File: src/rtl/i2c_pkg.sv
// i2c_pkg: shared definitions for the I2C slave, the I2C master and their
// testbenches.
//   i2c_slave_state_t : slave FSM state encoding
//   ACK / NACK        : SDA level of the acknowledge bit
//   RW_WRITE / RW_READ: value of the R/W bit that follows the address
//   addr_match()      : compares an address byte (addr + R/W) to a 7-bit address
package i2c_pkg;

    typedef enum logic [2:0] {
        IDLE,
        ADDR,
        ADDR_ACK,
        WR_DATA,
        WR_ACK,
        RD_DATA,
        RD_ACK,
        IGNORE
    } i2c_slave_state_t;

    localparam logic ACK      = 1'b0;
    localparam logic NACK     = 1'b1;
    localparam logic RW_WRITE = 1'b0;
    localparam logic RW_READ  = 1'b1;

    function automatic logic addr_match(input logic [7:0] addr_byte,
                                        input logic [6:0] dev_addr);
        return addr_byte[7:1] == dev_addr;
    endfunction

endpackage

File: src/rtl/i2c_bus_sync.sv
// i2c_bus_sync: brings the asynchronous SCL/SDA bus lines into the clk domain
// and derives the bus events the slave FSM works from.
//   clk, reset     : system clock, synchronous active-high reset
//   scl_i, sda_i   : raw bus lines
//   sda_o          : synchronized SDA level (aligned with the event outputs)
//   scl_rise_o     : synchronized SCL rising edge (1 clk)
//   scl_fall_o     : synchronized SCL falling edge (1 clk)
//   start_o        : SDA fell while SCL high (1 clk)
//   stop_o         : SDA rose while SCL high (1 clk)
module i2c_bus_sync #(
    parameter int unsigned SYNC_STAGES = 2
) (
    input  logic clk,
    input  logic reset,
    input  logic scl_i,
    input  logic sda_i,
    output logic sda_o,
    output logic scl_rise_o,
    output logic scl_fall_o,
    output logic start_o,
    output logic stop_o
);

    logic [SYNC_STAGES-1:0] scl_sync_q;
    logic [SYNC_STAGES-1:0] sda_sync_q;
    logic                   scl_prev_q;
    logic                   sda_prev_q;
    logic                   scl_d;
    logic                   sda_d;

    assign scl_d = scl_sync_q[SYNC_STAGES-1];
    assign sda_d = sda_sync_q[SYNC_STAGES-1];

    // Everything resets to 1 so an idle bus produces no spurious events.
    always_ff @(posedge clk) begin
        if (reset) begin
            scl_sync_q <= '1;
            sda_sync_q <= '1;
            scl_prev_q <= 1'b1;
            sda_prev_q <= 1'b1;
        end else begin
            scl_sync_q <= {scl_sync_q[SYNC_STAGES-2:0], scl_i};
            sda_sync_q <= {sda_sync_q[SYNC_STAGES-2:0], sda_i};
            scl_prev_q <= scl_d;
            sda_prev_q <= sda_d;
        end
    end

    assign sda_o      = sda_d;
    assign scl_rise_o = scl_d & ~scl_prev_q;
    assign scl_fall_o = ~scl_d & scl_prev_q;
    // SCL must be high in both samples so an SCL edge never looks like START/STOP.
    assign start_o    = scl_d & scl_prev_q & sda_prev_q & ~sda_d;
    assign stop_o     = scl_d & scl_prev_q & ~sda_prev_q & sda_d;

endmodule

File: src/rtl/i2c_slave.sv
// i2c_slave: 7-bit addressed I2C slave with a single byte-wide write port and
// a single byte-wide read port.
//   clk, reset  : system clock, synchronous active-high reset
//   i2c_scl     : bus SCL (asynchronous)
//   i2c_sda_in  : bus SDA from the pad (asynchronous)
//   i2c_sda_oe  : 1 pulls SDA low, 0 releases it
//   tx_data     : byte returned on reads, latched when tx_req pulses
//   tx_req      : 1-clk pulse when tx_data is latched
//   rx_data     : last byte written by the master
//   rx_valid    : 1-clk pulse when rx_data is updated
//   busy        : high from an address match until STOP or START
module i2c_slave
    import i2c_pkg::*;
#(
    parameter logic [6:0]  DEV_ADDR    = 7'h55,
    parameter int unsigned SYNC_STAGES = 2
) (
    input  logic       clk,
    input  logic       reset,
    input  logic       i2c_scl,
    input  logic       i2c_sda_in,
    output logic       i2c_sda_oe,
    input  logic [7:0] tx_data,
    output logic       tx_req,
    output logic [7:0] rx_data,
    output logic       rx_valid,
    output logic       busy
);

    logic sda_s;
    logic scl_rise;
    logic scl_fall;
    logic start_det;
    logic stop_det;

    i2c_bus_sync #(
        .SYNC_STAGES(SYNC_STAGES)
    ) u_bus_sync (
        .clk       (clk),
        .reset     (reset),
        .scl_i     (i2c_scl),
        .sda_i     (i2c_sda_in),
        .sda_o     (sda_s),
        .scl_rise_o(scl_rise),
        .scl_fall_o(scl_fall),
        .start_o   (start_det),
        .stop_o    (stop_det)
    );

    i2c_slave_state_t state_q;
    logic [3:0]       bit_cnt_q;
    logic [7:0]       shift_q;
    logic             oe_q;
    logic [7:0]       rx_data_q;
    logic             rx_valid_q;
    logic             tx_req_q;
    logic             busy_q;

    always_ff @(posedge clk) begin
        if (reset) begin
            state_q    <= IDLE;
            bit_cnt_q  <= '0;
            shift_q    <= '0;
            oe_q       <= 1'b0;
            rx_data_q  <= '0;
            rx_valid_q <= 1'b0;
            tx_req_q   <= 1'b0;
            busy_q     <= 1'b0;
        end else begin
            rx_valid_q <= 1'b0;
            tx_req_q   <= 1'b0;
            if (start_det) begin
                state_q   <= ADDR;
                bit_cnt_q <= '0;
                oe_q      <= 1'b0;
                busy_q    <= 1'b0;
            end else if (stop_det) begin
                state_q   <= IDLE;
                bit_cnt_q <= '0;
                oe_q      <= 1'b0;
                busy_q    <= 1'b0;
            end else begin
                case (state_q)
                    IDLE, IGNORE: begin
                        oe_q <= 1'b0;
                    end
                    ADDR: begin
                        if (scl_rise && bit_cnt_q != 4'd8) begin
                            shift_q   <= {shift_q[6:0], sda_s};
                            bit_cnt_q <= bit_cnt_q + 4'd1;
                        end else if (scl_fall && bit_cnt_q == 4'd8) begin
                            bit_cnt_q <= '0;
                            if (addr_match(shift_q, DEV_ADDR)) begin
                                state_q <= ADDR_ACK;
                                oe_q    <= 1'b1;
                                busy_q  <= 1'b1;
                            end else begin
                                state_q <= IGNORE;
                                oe_q    <= 1'b0;
                                busy_q  <= 1'b0;
                            end
                        end
                    end
                    ADDR_ACK: begin
                        if (scl_fall) begin
                            if (shift_q[0] == RW_READ) begin
                                // The ACK-ending fall already presents the MSB,
                                // so the byte starts with one bit counted.
                                state_q   <= RD_DATA;
                                shift_q   <= {tx_data[6:0], 1'b0};
                                oe_q      <= ~tx_data[7];
                                bit_cnt_q <= 4'd1;
                                tx_req_q  <= 1'b1;
                            end else begin
                                state_q   <= WR_DATA;
                                oe_q      <= 1'b0;
                                bit_cnt_q <= '0;
                            end
                        end
                    end
                    WR_DATA: begin
                        if (scl_rise && bit_cnt_q != 4'd8) begin
                            shift_q   <= {shift_q[6:0], sda_s};
                            bit_cnt_q <= bit_cnt_q + 4'd1;
                            if (bit_cnt_q == 4'd7) begin
                                rx_data_q  <= {shift_q[6:0], sda_s};
                                rx_valid_q <= 1'b1;
                            end
                        end else if (scl_fall && bit_cnt_q == 4'd8) begin
                            state_q   <= WR_ACK;
                            oe_q      <= 1'b1;
                            bit_cnt_q <= '0;
                        end
                    end
                    WR_ACK: begin
                        if (scl_fall) begin
                            state_q <= WR_DATA;
                            oe_q    <= 1'b0;
                        end
                    end
                    RD_DATA: begin
                        if (scl_fall) begin
                            if (bit_cnt_q == 4'd8) begin
                                state_q   <= RD_ACK;
                                oe_q      <= 1'b0;
                                bit_cnt_q <= '0;
                            end else begin
                                oe_q      <= ~shift_q[7];
                                shift_q   <= {shift_q[6:0], 1'b0};
                                bit_cnt_q <= bit_cnt_q + 4'd1;
                            end
                        end
                    end
                    RD_ACK: begin
                        if (scl_rise) begin
                            if (sda_s == ACK) begin
                                // MSB of the new byte goes out on the next fall.
                                state_q   <= RD_DATA;
                                shift_q   <= tx_data;
                                bit_cnt_q <= '0;
                                tx_req_q  <= 1'b1;
                            end else begin
                                state_q <= IGNORE;
                            end
                        end
                    end
                    default: begin
                        state_q <= IDLE;
                        oe_q    <= 1'b0;
                    end
                endcase
            end
        end
    end

    assign i2c_sda_oe = oe_q;
    assign tx_req     = tx_req_q;
    assign rx_data    = rx_data_q;
    assign rx_valid   = rx_valid_q;
    assign busy       = busy_q;

endmodule
File: config.mk
export PLATFORM = sky130hd
export DESIGN_NAME = i2c_slave
export DESIGN_NICKNAME = d
export VERILOG_FILES = /design/src/rtl/i2c_pkg.sv /design/src/rtl/i2c_bus_sync.sv /design/src/rtl/i2c_slave.sv
export SDC_FILE = /design/constraint.sdc
export NUM_CORES = 1
export LEC_CHECK = 0
export CORE_MARGIN = 4
export CORE_UTILIZATION = 25
export CTS_CLUSTER_SIZE = 24
export DETAILED_ROUTE_END_ITERATION = 8
export GPL_TIMING_DRIVEN = 0
export SLEW_MARGIN = 30
export SYNTH_ARGS = -nofsm -noshare
export SYNTH_HDL_FRONTEND = slang
export SYNTH_SLANG_ARGS = --single-unit
File: constraint.sdc
create_clock -name clk -period 2.1 [get_ports clk]
set_clock_uncertainty 0.2 [all_clocks]
set_input_delay 0.315 -clock clk [delete_from_list [all_inputs] [get_ports clk]]
set_output_delay 0.315 -clock clk [all_outputs]
set_load 0.05 [all_outputs]
## After elaboration in Yosys (flattened, before gate mapping)

Cells that the tools add are included.

- Flip-flop bits (word level): 33
- Logic and storage cells: 134

- Add/subtract/negate cells: 1
- Eq/ne operators: 34
- Multiplexer cells: 49
- Bitwise logic cells: 17
- Reductions and logical operators: 19

Operators by type and width:

| cell | number |
|---|---|
| $mux W8 | 7 |
| $ne A4 B4 Y1 const B | 10 |
| $mux W3 | 11 |
| $pmux W8 S4 | 1 |
| $reduce_and A10 Y1 | 3 |
| $mux W4 | 7 |
| $ne A2 B2 Y1 const B | 12 |
| $mux W1 | 18 |
| $pmux W3 S6 | 1 |
| $pmux W4 S4 | 1 |
| $eq A3 B3 Y1 const B | 4 |
| $reduce_bool A6 Y1 | 2 |
| $not A1 Y1 | 10 |
| $reduce_and A9 Y1 | 1 |
| $reduce_and A8 Y1 | 1 |
| $reduce_bool A8 Y1 | 1 |
| $and A1 B1 Y1 | 7 |
| $eq A7 B7 Y1 const B | 1 |
| $eq A3 B2 Y1 const B | 2 |
| $pmux W1 S6 | 1 |
| $reduce_and A6 Y1 | 1 |
| $reduce_and A5 Y1 | 1 |
| $reduce_or A5 Y1 | 1 |
| $add A4 B1 Y4 const B | 1 |
| 13 further kinds | 15 |

## Depth between registers and ports, before layout

- Depth in word-level cells: 8
- Mapped depth: 8
- Depth with buffers taken out: 7

## Modules after synthesis

From an unflattened synthesis, not the netlist that was laid out.

- Cells, all modules: 226
- Area total of the unflattened synthesis: 1840.5 µm²

By module, submodules not included:

| module | instances | cells each | area an instance (µm²) |
|---|---|---|---|
| i2c_slave | 1 | 210 | 1650.3 |
| i2c_bus_sync | 1 | 16 | 190.2 |

## Least setup slack after synthesis

OpenSTA, ideal clock, no wires.

- Path type: reg2reg
- Start point: reg bit_cnt_q[0]
- End point: reg bit_cnt_q[3]
- Library setup time: 73 ps
- Arrival: 1652 ps
- Required time: 1827 ps
- Slack: 175 ps
- Cell stages (with the launch flop): 8
- Clock period less this slack: 1925 ps
- Cell sequence: dfxtp_1 inv_1 ha_1 and3b_1 nor2_1 o32ai_2 or4_1 a21oi_1

- Word-level cells in the longest chain between the ends: 4
- Elaborated cells between the ends (all ways): 11

RTL lines:

| element | line | source |
|---|---|---|
| from (decl) | i2c_slave.sv:51 | `logic [3:0] bit_cnt_q;` |
| from (signal assigned) | i2c_slave.sv:90 | `bit_cnt_q <= bit_cnt_q + 4'd1;` |
| from (signal assigned) | i2c_slave.sv:124 | `bit_cnt_q <= bit_cnt_q + 4'd1;` |
| from (signal assigned) | i2c_slave.sv:150 | `bit_cnt_q <= bit_cnt_q + 4'd1;` |
| $add A4 B1 Y4 (tied with other cells) | i2c_slave.sv:90, i2c_slave.sv:124, i2c_slave.sv:150 |  |
| $mux W4 (tied with other cells) | i2c_slave.sv:143 | `if (bit_cnt_q == 4'd8) begin` |
| $mux W4 (tied with other cells) | i2c_slave.sv:142 | `if (scl_fall) begin` |
| $pmux W4 S4 or $reduce_and A6 Y1 (tied branches) | -- |  |

Several ways; a longest one is shown, not always the timed one. The select of a mux whose other input is x is not followed.
A chain may end at the register's enable or synchronous reset.

## Final worst setup path

- Start point: reg u_bus_sync.scl_sync_q[1]
- End point: reg bit_cnt_q[3]

- Word-level cells in the longest chain between the ends: 5
- Elaborated cells between the ends (all ways): 18

RTL lines:

| element | line | source |
|---|---|---|
| from (decl) | i2c_bus_sync.sv:24 | `logic [SYNC_STAGES-1:0] scl_sync_q;` |
| from (signal assigned) | i2c_bus_sync.sv:42 | `scl_sync_q <= {scl_sync_q[SYNC_STAGES-2:0], scl_i};` |
| $not A1 Y1 | i2c_bus_sync.sv:51 | `assign scl_fall_o = ~scl_d & scl_prev_q;` |
| $and A1 B1 Y1 | i2c_bus_sync.sv:51 |  |
| $logic_and A1 B1 Y1 | i2c_slave.sv:91, i2c_slave.sv:129 |  |
| $ne A3 B1 Y1 (no source line) | -- |  |
| $reduce_and A6 Y1 (no source line) | -- |  |

Several ways; a longest one is shown, not always the timed one.

==> flow_metrics.env <==
export IMPL_status="completed"
export IMPL_met3_wirelength_um=171
export IMPL_holdPathStages=1
export IMPL_worstSetupPathType="reg2reg"
export IMPL_die_height_um=94.8
export IMPL_rrSetupSlack_ns=0.08
export IMPL_synth_top_area_share_pct=35.1
export IMPL_nNetsFinal=266
export IMPL_cpMaxStageDelayCell="or4_1"
export IMPL_rows=31
export IMPL_cts_root_buf="clkbuf_8"
export IMPL_numCtsBuffers=5
export IMPL_post_synth_top_count_cell="dfxtp_1"
export IMPL_p_leak_nw=0.914
export IMPL_grt_max_degree=11
export IMPL_start_util_pct=25.8
export IMPL_ys_top_cells_by_area="dfxtp_1, mux2i_1, nor2_1"
export IMPL_regArea_um2=669
export IMPL_r2r_start="u_bus_sync.scl_sync_q[1]"
export IMPL_synth_edf_count=0
export IMPL_pre_cts_ws_ns=-0.212
export IMPL_first_pass_iters=4
export IMPL_r2r_end="bit_cnt_q[3]"
export IMPL_finalMaxSlewViolations=0
export IMPL_startpoint_type="flop"
export IMPL_final_area_um2=2470
export IMPL_final_hold_viol_count=0
export IMPL_met2_length_um=2290
export IMPL_worst_setup_path_end_kind="flop"
export IMPL_min_delay_start="u_bus_sync.scl_sync_q[0]"
export IMPL_first_iter_violations=99
export IMPL_worstMarginPinSlew_ns=0.779
export IMPL_irDropWorstVdd_v=0.000263
export IMPL_clk_latency_ns=0.29
export IMPL_setup_viol=0
export IMPL_synth_ff_type="dfxtp_1"
export IMPL_dp_cells=338
export IMPL_grt_antenna_before_repair=0
export IMPL_avgRoutedWirePerCell_um=14.1
export IMPL_fin_ws_ns=0.0776
export IMPL_drc=0
export IMPL_cp_slowest_stage_delay_ns=0.52
export IMPL_synth_area_um2=1880
export IMPL_seq_area_frac_synth_pct=35.1
export IMPL_cp_required_ns=2.12
export IMPL_fmax_mhz=494
export IMPL_critPathTopFamily="compound AO/OA/AOI/OAI gates"
export IMPL_grt_pass1_wl_um=8160
export IMPL_whs_endpoint="u_bus_sync.scl_sync_q[1]"
export IMPL_power_mw=1.38
export IMPL_fill_cells=810
export IMPL_drt_met1_wl_um=2460
export IMPL_place_gp_congestion=0.847
export IMPL_slew_headroom_pct=47.7
export IMPL_multiInputGateArea_um2=1170
export IMPL_hp_class="reg2reg"
export IMPL_top_layer_used="met4"
export IMPL_finalCritPeriodShare_pct=96.3
export IMPL_grt_pass1_vias=1711
export IMPL_cp_buffers_inverters=0
export IMPL_ys_types=54
export IMPL_syn_avg_cell_area_um2=8.72
export IMPL_core_area_um2=7290
export IMPL_cts_tree="yes"
export IMPL_hold_buffers=0
export IMPL_yosysTopAreaCell="dfxtp_1"
export IMPL_power_density_nw_per_um2=558
export IMPL_stdcell_count=352
export IMPL_n_antenna_cell=0
export IMPL_grt_ovfl_total=0
export IMPL_ant_nets=0
export IMPL_vias=1711
export IMPL_critPathMaxFanout=8
export IMPL_cts_sinks=33
export IMPL_die_area_um2=8990
export IMPL_die_w_um=94.8
export IMPL_placed_cell_area_um2=2240
export IMPL_synthArstFlopShare_pct=0
export IMPL_arrival_ns=2.05
export IMPL_r2r_cells=5
export IMPL_routed_wl_um=4970
export IMPL_grt_usage_pct=11.7
export IMPL_synth_top_cells_by_count="dfxtp_1, nor2_1, o21ai_0"
export IMPL_yosys_warnings=0
export IMPL_rsz0062_at_grt="yes"
export IMPL_period_minus_slack_ns=2.02
export IMPL_netlist_instances=216
export IMPL_htreeDepth=2
export IMPL_syn_num_nets=230
export IMPL_cap_violations=0
export IMPL_ios=24
export IMPL_fin_hold_ws_ns=0.213
export IMPL_vias_per_cell=4.86
export IMPL_area_growth_pct=31.2
export IMPL_dp_hpwl_um=3560
export IMPL_drive_gt1_share_pct=20.6
export IMPL_clk_pin_slew_ns=0.07
export IMPL_io_buffers=23
export IMPL_cp_cell_sequence="nand2b_4, o311ai_4, o32ai_4, or4_1, a21oi_1"
export IMPL_cts_max_path_buffers=2
export IMPL_ys_ff_latch=33
kinds of logic (layout without fill, tap and decap cells):
group	count (synthesis)	count (layout)	synth area share (%)
simple gates	81	81	25.6
buf+inv	24	61	5.64
xor+xnor	3	3	1.39
fa+ha+maj	3	3	1.86
flops	33	33	35.1
mux	12	12	6.44
compound gates	60	60	24.0
where the power goes:
part           leakage (nW)  total, mW  switching (mW)  internal [mW]
clock network        0.0542      0.540           0.243          0.296
registers             0.269      0.664          0.0190          0.645
logic                 0.591      0.176          0.0909         0.0852
total                 0.914       1.38           0.353           1.03
state kept, by name, summed over array words and instances, names as in the netlist:
| register | cells |
|---|---|
| rx_data | 8 |
| shift_q | 8 |
| bit_cnt_q | 4 |
| state_q | 3 |
| u_bus_sync.scl_sync_q | 2 |
| u_bus_sync.sda_sync_q | 2 |
| busy | 1 |
| i2c_sda_oe | 1 |
| rx_valid | 1 |
| tx_req | 1 |
| u_bus_sync.scl_prev_q | 1 |
| u_bus_sync.sda_prev_q | 1 |
area by class of cell:
type	instances	area share, %
flip-flops and latches	33	27.1
multi-input cells	159	47.4
well taps	99	5.01
clock inverters	1	0.202
repair buffers	30	11.9
inverters	11	1.67
plain buffers	12	2.78
clock buffers	7	3.90
worst max-delay path by stage:
stage                                   startpoint           end  slack (ns)  cells after the start
after detailed placement                state_q[1]    shift_q[4]       -0.21                      5
after global placement                bit_cnt_q[0]    shift_q[7]       -0.24                      7
final                     u_bus_sync.scl_sync_q[1]  bit_cnt_q[3]        0.08                      5
after floorplan                       bit_cnt_q[0]  bit_cnt_q[3]        0.18                      7
after CTS                               state_q[0]  bit_cnt_q[3]      -0.001                      6
after global routing      u_bus_sync.scl_sync_q[1]  bit_cnt_q[3]       -0.02                      5
cell usage in the layout (no fill, tap or decap), drive strengths merged, types with 2 or more instances in the layout:
cell            n
dfxtp          33
clkdlybuf4s50  23
nor2           22
o21ai          16
buf            14
clkbuf         12
mux2i          11
inv            11
nand2           8
nand3b          8
o211ai          8
a21oi           7
or3             7
nor2b           6
or2             5
o211a           5
a211oi          5
xnor2           3
nand2b          3
nor3            3
and3b           2
nor4            2
nand4b          2
and2b           2
o22a            2
nand3           2
a211o           2
nor3b           2
o22ai           2
or4             2
a311oi          2
ha              2
a32oi           2
worst reg2reg max path, stage by stage (launching register included):
cell      delay [ns]
dfxtp_4         0.36
nand2b_4        0.16
o311ai_4        0.39
o32ai_4         0.20
or4_1           0.52
a21oi_1         0.12
stage by stage:
stage | TNS (ns) | util [%]
final | 0 | 33.9
after global routing | -0.0367 | 33.9
after floorplan | 0 | -
after global placement | -1.55 | 30.7
after CTS | -0.00142 | 33.4
after detailed placement | -1.66 | 30.7
per-layer routing:
| layer | up-vias | track usage (%) |
|---|---|---|
| met2 | 37 | 18.2 |
| met3 | 6 | 2.71 |
| met5 | - | 0 |
| met4 | 0 | 4.57 |
| met1 | 800 | 15.6 |
| li1 | 868 | - |
repair_timing:
| action | CTS | global route |
|---|---|---|
| setup buffers | 4 | 3 |
| pin swaps | 3 | 8 |
| setup endpoints to repair | 20 | 13 |
| resized for setup | 10 | 11 |
No activity file was read; power rests on OpenSTA's default activity.
